**config.mk**
```make
export PLATFORM = sky130hd
export DESIGN_NAME = dsa_step_host_sequencer
export DESIGN_NICKNAME = d
export VERILOG_FILES = /design/src/rtl/dsa_step_host_sequencer.sv
export SDC_FILE = /design/constraint.sdc
export NUM_CORES = 1
export LEC_CHECK = 0
export ABC_AREA = 1
export CORE_ASPECT_RATIO = 0.8
export CORE_UTILIZATION = 55
export CTS_CLUSTER_DIAMETER = 120
export DETAILED_ROUTE_END_ITERATION = 10
export PLACE_DENSITY = 0.89
export RECOVER_POWER = 25
export SETUP_SLACK_MARGIN = 0.4
export SKIP_CTS_REPAIR_TIMING = 1
export SYNTH_ARGS = -nofsm -noshare
export SYNTH_HDL_FRONTEND = slang
export SYNTH_SLANG_ARGS = --single-unit
export TNS_END_PERCENT = 50
```
**constraint.sdc**
```tcl
create_clock -name clk -period 6.2 [get_ports clk]
set_input_delay 1.86 -clock clk [delete_from_list [all_inputs] [get_ports clk]]
set_output_delay 1.86 -clock clk [all_outputs]
set_load 0.05 [all_outputs]
```
**src/rtl/dsa_step_host_sequencer.sv**
```systemverilog
// -----------------------------------------------------------------------------
// dsa_step_host_sequencer
//
// Host-side sequencer for single-stepping a DSA core. It takes commands from a
// host/JTAG register, puts the step controller into step mode, issues step
// triggers with a req/ack/ready handshake, and reports how an operation ended.
// Operations can end on step-count exhaustion, a breakpoint match, a handshake
// timeout or an ABORT.
//
// Ports
//   clk, rst            clock; asynchronous active-high reset
//   cmd_valid/cmd_ready command handshake
//   cmd_op              0 NOP, 1 ENTER_STEP, 2 STEP_N, 3 RUN_TO_BP,
//                       4 EXIT_STEP, 5 ABORT, 6-7 NOP
//   cmd_count           step count for STEP_N
//   cmd_gran            step granularity, latched on ENTER_STEP
//   bp_enable, bp_state breakpoint enable and the FSM state code to stop on
//   fsm_state           currently selected DSA FSM state
//   step_ack            step controller accepted the trigger
//   step_ready          step controller finished a step / entered step mode
//   step_enable, step_trigger, step_granularity   to the step controller
//   busy                operation in progress
//   done                one-cycle pulse when an operation ends
//   status              0 OK, 1 BP_HIT, 2 TIMEOUT, 3 ABORTED
//   steps_done          completed steps of the last operation (saturating)
//   snap_state          fsm_state captured at the last completed step
// -----------------------------------------------------------------------------
module dsa_step_host_sequencer #(
    parameter int unsigned CNT_W = 16,
    parameter int unsigned TMO_W = 16
) (
    input  logic             clk,
    input  logic             rst,
    input  logic             cmd_valid,
    input  logic [2:0]       cmd_op,
    input  logic [CNT_W-1:0] cmd_count,
    input  logic [1:0]       cmd_gran,
    input  logic             bp_enable,
    input  logic [3:0]       bp_state,
    input  logic [3:0]       fsm_state,
    input  logic             step_ack,
    input  logic             step_ready,
    output logic             step_enable,
    output logic             step_trigger,
    output logic [1:0]       step_granularity,
    output logic             cmd_ready,
    output logic             busy,
    output logic             done,
    output logic [1:0]       status,
    output logic [CNT_W-1:0] steps_done,
    output logic [3:0]       snap_state
);

    localparam logic [2:0] OP_ENTER = 3'd1;
    localparam logic [2:0] OP_STEPN = 3'd2;
    localparam logic [2:0] OP_RUNBP = 3'd3;
    localparam logic [2:0] OP_EXIT  = 3'd4;
    localparam logic [2:0] OP_ABORT = 3'd5;

    localparam logic [1:0] ST_OK      = 2'd0;
    localparam logic [1:0] ST_BP_HIT  = 2'd1;
    localparam logic [1:0] ST_TIMEOUT = 2'd2;
    localparam logic [1:0] ST_ABORTED = 2'd3;

    typedef enum logic [2:0] {
        S_FREE,
        S_ENTER,
        S_HALTED,
        S_TRIG,
        S_WAIT_READY,
        S_DONE
    } state_t;

    state_t           state, state_n;
    logic             enable_n;
    logic [1:0]       gran_n;
    logic [1:0]       status_n;
    logic [CNT_W-1:0] steps_n;
    logic [3:0]       snap_n;
    logic [CNT_W-1:0] remaining, remaining_n;
    logic             run_bp, run_bp_n;
    logic [TMO_W-1:0] tmo, tmo_n;

    logic abort_cmd;
    logic accept;
    logic tmo_expired;
    logic bp_match;

    // Decoded outputs come straight from the state register.
    assign cmd_ready    = (state == S_FREE) || (state == S_HALTED);
    assign busy         = (state == S_ENTER) || (state == S_TRIG) || (state == S_WAIT_READY);
    assign done         = (state == S_DONE);
    assign step_trigger = (state == S_TRIG);

    assign abort_cmd   = cmd_valid && (cmd_op == OP_ABORT);
    assign accept      = cmd_valid && cmd_ready;
    assign tmo_expired = (tmo == '1);
    assign bp_match    = bp_enable && (fsm_state == bp_state);

    always_comb begin
        state_n     = state;
        enable_n    = step_enable;
        gran_n      = step_granularity;
        status_n    = status;
        steps_n     = steps_done;
        snap_n      = snap_state;
        remaining_n = remaining;
        run_bp_n    = run_bp;
        tmo_n       = busy ? tmo + TMO_W'(1) : tmo;

        if (abort_cmd) begin
            state_n  = S_DONE;
            status_n = ST_ABORTED;
        end else begin
            case (state)
                S_FREE: begin
                    if (accept && (cmd_op == OP_ENTER)) begin
                        enable_n = 1'b1;
                        gran_n   = cmd_gran;
                        status_n = ST_OK;
                        tmo_n    = '0;
                        state_n  = S_ENTER;
                    end
                end
                S_ENTER: begin
                    if (step_ready) begin
                        status_n = ST_OK;
                        state_n  = S_DONE;
                    end else if (tmo_expired) begin
                        status_n = ST_TIMEOUT;
                        state_n  = S_DONE;
                    end
                end
                S_HALTED: begin
                    if (accept) begin
                        case (cmd_op)
                            OP_STEPN, OP_RUNBP: begin
                                steps_n     = '0;
                                status_n    = ST_OK;
                                remaining_n = cmd_count;
                                run_bp_n    = (cmd_op == OP_RUNBP);
                                tmo_n       = '0;
                                // A zero-length STEP_N completes without triggering.
                                if ((cmd_op == OP_STEPN) && (cmd_count == '0)) begin
                                    state_n = S_DONE;
                                end else begin
                                    state_n = S_TRIG;
                                end
                            end
                            OP_EXIT: begin
                                enable_n = 1'b0;
                                status_n = ST_OK;
                                state_n  = S_DONE;
                            end
                            default: ;
                        endcase
                    end
                end
                S_TRIG: begin
                    if (step_ack) begin
                        state_n = S_WAIT_READY;
                    end else if (tmo_expired) begin
                        status_n = ST_TIMEOUT;
                        state_n  = S_DONE;
                    end
                end
                S_WAIT_READY: begin
                    if (step_ready) begin
                        snap_n      = fsm_state;
                        steps_n     = (steps_done == '1) ? steps_done : steps_done + CNT_W'(1);
                        remaining_n = remaining - CNT_W'(1);
                        tmo_n       = '0;
                        // Breakpoint outranks count exhaustion on the same step.
                        if (bp_match) begin
                            status_n = ST_BP_HIT;
                            state_n  = S_DONE;
                        end else if (!run_bp && (remaining == CNT_W'(1))) begin
                            status_n = ST_OK;
                            state_n  = S_DONE;
                        end else begin
                            state_n = S_TRIG;
                        end
                    end else if (tmo_expired) begin
                        status_n = ST_TIMEOUT;
                        state_n  = S_DONE;
                    end
                end
                S_DONE: begin
                    state_n = step_enable ? S_HALTED : S_FREE;
                end
                default: begin
                    state_n = S_FREE;
                end
            endcase
        end
    end

    always_ff @(posedge clk or posedge rst) begin
        if (rst) begin
            state            <= S_FREE;
            step_enable      <= 1'b0;
            step_granularity <= '0;
            status           <= ST_OK;
            steps_done       <= '0;
            snap_state       <= '0;
            remaining        <= '0;
            run_bp           <= 1'b0;
            tmo              <= '0;
        end else begin
            state            <= state_n;
            step_enable      <= enable_n;
            step_granularity <= gran_n;
            status           <= status_n;
            steps_done       <= steps_n;
            snap_state       <= snap_n;
            remaining        <= remaining_n;
            run_bp           <= run_bp_n;
            tmo              <= tmo_n;
        end
    end

endmodule
```
==> impl_metrics.yaml, run 1 <==
outcome:
  status: "finished clean"
yosys:
  synth-seq-cells: 61
  async_flop_share: 1.000
  synthTopCellsByArea: "dfrtp_1 (37%), nand2_1 (14%), nor2_1 (8.1%), inv_1 (7.1%), nand3_1 (5.7%)"
  synthTopCellsByCount: "nand2_1 (150), nor2_1 (90), inv_1 (78)"
  yosysMostFrequentCell: "nand2_1"
  yosysWarnings: 0
  synthCells: 602
  ys.flop_type: "dfrtp_1"
  yosysTopAreaCellShare: 0.3677
  syn_area_mm2: 0.004151
  synth_edf_count: 0
  synth_largest_area_cell: "dfrtp_1"
  avgSynthCellArea_um2: 6.896
  synth_nets: 641
  seq_area_frac_synth: 0.3677
  synthDistinctLibCells: 41
timing:
  fmax_mhz: 213.9
  rsz0062_at_grt: "no"
  period_minus_slack_ns: 4.676
  tightest_slew_ns: 0.7847
  maxSlewViolCount: 0
  fin_skew_ns: 0.006816
  hold_violations: 0
  tns_ns: 0
  finalSetupViolations: 0
  period_share: 0.7542
  slew_headroom: 0.4769
grt:
  grt_max_degree: 62
  grt_use_total: 0.2713
  first_global_vias: 3730
  antenna_found_initial: 0
  grt-ovfl-total: 0
  grt_pass1_wl_um: 17050
cts:
  cts_tree: "yes"
  cts_max_path_buffers: 2
  cts-htree-levels: 3
  cts-buffers-inserted: 9
  clk_pin_slew_ns: 0.07
  clock-sinks: 61
  clkLatencyLatePin_ns: 0.35
  root_buffer: "clkbuf_8"
layout:
  n_fill_cell: 558
  drive_gt1_frac: 0.07910
  area_delta_synth_final_pct: 20.86
  finish.utilization: 0.7072
  final_nets: 704
  diodes: 0
  instances_no_fill: 757
pwr:
  clkPwrFrac: 0.169
  p_int_mw: 1.079
  p_sw_mw: 1.073
  switching_share: 0.4985
  power_density_mw_per_mm2: 429.0
  power_frac_comb: 0.525
  power_frac_seq: 0.306
  leakagePower_nw: 2.312
  p_total_mw: 2.152
  vdd_drop_max_v: 0.0002532
die:
  rows: 27
  pin_count: 64
  fp.dieArea_mm2: 0.007902
  dieWidth_um: 99.14
  start_util: 0.5852
  fp.dieH_um: 79.71
  core-area_mm2: 0.007094
placed_design:
  gp_congestion: 0.9058
  place_hpwl_um: 7226
  placed_cells: 741
  portBuffers: 63
routing:
  drc: 0
  num_vias: 4172
  drtPass1Iterations: 5
  wl_um: 10200
  wl_per_cell_um: 13.47
  ant_nets: 0
  drt_iter0_drc: 291
  via_per_inst: 5.511
critical_path:
  r2r_cells: 10
  critPathRequiredTime_ns: 4.34
  critical_path_peak_fanout: 42
  worstPathCellList: "nor2_2, nand2_4, nand2_1, clkdlybuf4s50_1"
  slowest_stage: "clkdlybuf4s50_1"
  endpoint_kind: "primary output"
  arrival_ns: 2.82
  critPathMaxStageDelay_ns: 0.90
  start_kind: "flip-flop"
  critical_path_class: "reg2out"
run:
  max_cap_violations: 0
worst_hold_path:
  whs_path_depth: 2
  hp-class: "reg2reg"
## registers in the layout, summed over array words and instances, names as in the netlist
register and cells:
step_granularity 2, steps_done 16, status 2, step_enable 1, tmo 16, remaining 16
snap_state 4, state 3, run_bp 1
## cell type report
cell class                      count  area [µm²]  share of cell area
Tap cell                           87       108.9             0.02170
Timing Repair Buffer               64       638.1              0.1272
Multi-Input combinational cell    448        2241              0.4466
Clock buffer                       10       137.6             0.02743
Inverter                           81       304.0             0.06060
Clock inverter                      6       61.31             0.01222
Sequential cell                    61        1526              0.3042
## layer usage
layer,GRT usage,part of all wire,vias up
met3,0.06392,0.075,12
met1,0.3607,0.44,1912
li1,-,-,2053
met2,0.4573,0.47,195
met5,0,0,-
met4,0.05147,0.0076,0
## worst max-delay path: cells and delay by family, from the launching register on
kind / cells / cell delay (ns)
simple gates: 3 / 1.08
buf+inv: 1 / 0.90
flops: 1 / 0.47
## layout by cell type, fill, tap and decap left out, types with 4 or more instances in the layout
master | netlist | final
xor2_1 | 14 | 14
dfrtp_1 | 61 | 61
ha_1 | 4 | 4
nand4_1 | 8 | 8
o21ai_2 | 9 | 9
inv_1 | 78 | 77
nand2_1 | 150 | 150
nor2_1 | 90 | 90
nand2_2 | 4 | 4
nand3_1 | 47 | 47
a21oi_1 | 26 | 26
xnor2_1 | 4 | 4
clkdlybuf4s50_1 | 0 | 62
clkbuf_8 | 0 | 10
nor3_1 | 21 | 21
o21ai_0 | 37 | 37
nand2_4 | 5 | 5
## power by group through the flow
stage	sequential (mW)	clock [mW]	combinational [mW]
final	0.659	0.363	1.13
after CTS	0.655	0.367	1.12
after floorplan	0.808	0	0.691
after global placement	0.653	0	1.08
after global routing	0.674	0.386	1.24
after detailed placement	0.659	0	1.11
## through the flow
stage | cell area [µm²] | worst slack (ns) | hold WS [ns]
after floorplan | 4151 | 2.827 | 0.4488
after global placement | 4818 | 2.062 | 0.4551
after detailed placement | 4818 | 1.956 | 0.4596
after CTS | 5017 | 1.566 | 0.4775
after global routing | 5017 | 1.408 | 0.5021
final | 5017 | 1.524 | 0.4750
## path summary, 6_finish.rpt
path	to	slack, ns	startpoint
max reg2reg	remaining[3]$_DFFE_PP0P_	3.57	state[0]$_DFFE_PP0P_
max	busy	1.52	state[0]$_DFFE_PP0P_
max in group asynchronous	remaining[3]$_DFFE_PP0P_	3.49	rst
min reg2reg	step_granularity[1]$_DFFE_PP0P_	0.48	step_granularity[1]$_DFFE_PP0P_
min in group asynchronous	step_granularity[1]$_DFFE_PP0P_	2.21	rst
min	step_granularity[1]$_DFFE_PP0P_	0.48	step_granularity[1]$_DFFE_PP0P_
## logic make-up after synthesis
group	Yosys count	share of synthesized area
buffers and inverters	93	0.09253
muxes	3	0.008137
AOI/OAI and AO/OA	78	0.1046
DFF	61	0.3677
xor gates and xnor gates	18	0.03797
and+or+nand+nor	345	0.3770
adders and majority gates	4	0.01206
No activity file was read; power rests on OpenSTA's default activity.
==> inputs of run 2 (changes only) <==
- CORE_UTILIZATION: 55 -> 49
- PLACE_DENSITY: 0.89 -> 0.85
- clock period: 6.2 -> 3.8 ns (I/O delays scaled with it)
==> run 2 against run 1 <==
  * Hold slack improved by 0.015 ns
  * Die area increased by 12%
  * Total power increased by 67%
  * Combinational power increased by 65%
  * Register-to-register slack got worse by 2.5 ns
  * Worst setup slack got worse by 1.0 ns
  * Final area increased by 1.4%
  * Routed wire length increased by 0.31%
  * Critical path depth unchanged
  * First-iteration DRC count decreased by 28%
  * Global-route usage decreased by 2.7 points
  * Largest cell class unchanged
  * Highest routed layer unchanged
==> impl_metrics.yaml, run 2 (same netlist as run 1, synthesis figures left out) <==
timing:
  maxSlewViolCount: 0
  period_share: 0.8719
  tightest_slew_ns: 1.174
  whs_ns: 0.4902
  rsz0062_at_grt: "yes"
  fmax_mhz: 301.8
  period_minus_slack_ns: 3.313
  fin_skew_ns: 0.009858
  setup_ws_ns: 0.4866
  finalSetupViolations: 0
  tns_ns: 0
  slew_headroom: 0.2175
  hold_violations: 0
cts:
  clkLatencyLatePin_ns: 0.34
  clk_pin_slew_ns: 0.07
  clock-sinks: 61
  cts_tree: "yes"
  cts_max_path_buffers: 2
  cts-htree-levels: 3
  cts-buffers-inserted: 9
  root_buffer: "clkbuf_8"
placed_design:
  place_hpwl_um: 7553
  placed_cells: 765
  portBuffers: 63
  pre_cts_ws_ns: 0.7143
  gp_congestion: 0.8901
  placedInstanceArea_mm2: 0.004867
die:
  core-area_mm2: 0.008055
  pin_count: 64
  dieWidth_um: 104.9
  start_util: 0.5154
  fp.dieH_um: 84.33
  rows: 29
  fp.dieArea_mm2: 0.008847
grt:
  grt_pass1_wl_um: 17470
  grt_use_total: 0.2441
  antenna_found_initial: 0
  grt_max_degree: 42
  grt-ovfl-total: 0
  first_global_vias: 3861
run:
  max_cap_violations: 0
layout:
  reg.largest.list: "remaining: 16 flops, steps_done: 16 flops, tmo: 16 flops"
  instances_no_fill: 781
  drive_gt1_frac: 0.08172
  final_nets: 707
  final_cell_mix: "nand2_1 (150), nor2_1 (90), inv_1 (78)"
  diodes: 0
  area_delta_synth_final_pct: 22.60
  finish.utilization: 0.6319
  finalInstanceArea_mm2: 0.005090
  mostFrequentLayoutCell: "nand2_1"
critical_path:
  endpoint_kind: "primary output"
  critical_path_peak_fanout: 7
  start_kind: "flip-flop"
  critPathRequiredTime_ns: 2.66
  slowest_stage: "clkdlybuf4s50_1"
  arrival_ns: 2.17
  worstPathCellList: "inv_1, nand2_1, nor2_1, clkdlybuf4s50_1"
  crit_buf_inv: 2
  critPathMaxStageDelay_ns: 0.85
  crit_family: "buffers and inverters"
  critical_path_class: "reg2out"
routing:
  num_vias: 4115
  drt_iter0_drc: 210
  drc: 0
  via_per_inst: 5.269
  wl_um: 10230
  wl_per_cell_um: 13.09
  drtPass1Iterations: 5
  ant_nets: 0
pwr:
  p_total_mw: 3.603
  leakagePower_nw: 2.347
  power_density_mw_per_mm2: 707.9
  vdd_drop_max_v: 0.0004191
outcome:
  status: "finished clean"
worst_hold_path:
  hp-class: "reg2reg"
## run 2: changes by cell type in the layout (fill, tap and decap cells not counted), sizes merged
| cell | previous run | this run |
|---|---|---|
| buf | 1 | 3 |
| bufinv | 1 | 2 |
| clkbuf | 10 | 11 |
| clkdlybuf4s50 | 62 | 61 |
| clkinv | 4 | 3 |
| dlymetal6s2s | 0 | 1 |
## run 2: area by class of cell
class	instances	area, µm²
tap	108	135.1
fill	744	2965
inverter	81	304.0
timing repair buffer	67	659.4
clock buffer	10	137.6
multi-input combinational	448	2241
clock inverter	6	86.33
sequential	61	1526
## run 2: worst register-to-register path, cell delays in order, from the launching register on
cell	delay [ns]
dfrtp_1	0.49
nor2_2	0.11
nand2_4	0.07
buf_4	0.42
inv_2	0.28
nand2_1	0.17
nand2_1	0.10
nor2_4	0.12
nand2_4	0.19
inv_1	0.36
o21ai_0	0.15
a21oi_1	0.16
## run 2: report_power, final
part / switching (mW) / internal (mW) / total (mW)
logic: 1.26 / 0.598 / 1.86
registers: 0.218 / 0.861 / 1.08
clock network: 0.276 / 0.386 / 0.661
## run 2: worst paths after layout
kind | start | end | slack (ns) | depth (start not counted)
min reg2reg | remaining[12]$_DFFE_PP0P_ | remaining[12]$_DFFE_PP0P_ | 0.49 | 2
min | remaining[12]$_DFFE_PP0P_ | remaining[12]$_DFFE_PP0P_ | 0.49 | 2
max in group asynchronous | rst | tmo[12]$_DFF_PP0_ | 0.89 | 3
min in group asynchronous | rst | steps_done[13]$_DFFE_PP0P_ | 1.38 | 2
max reg2reg | state[0]$_DFFE_PP0P_ | remaining[3]$_DFFE_PP0P_ | 1.10 | 11
max | state[2]$_DFFE_PP0P_ | step_trigger | 0.49 | 4
## run 2: routing by layer
metal | vias to the layer above | GRT usage | share of wire
met5 | - | 0 | 0
met4 | 0 | 0.07939 | 0.017
met3 | 17 | 0.04658 | 0.056
met2 | 146 | 0.4010 | 0.46
met1 | 1888 | 0.3266 | 0.47
li1 | 2064 | - | -
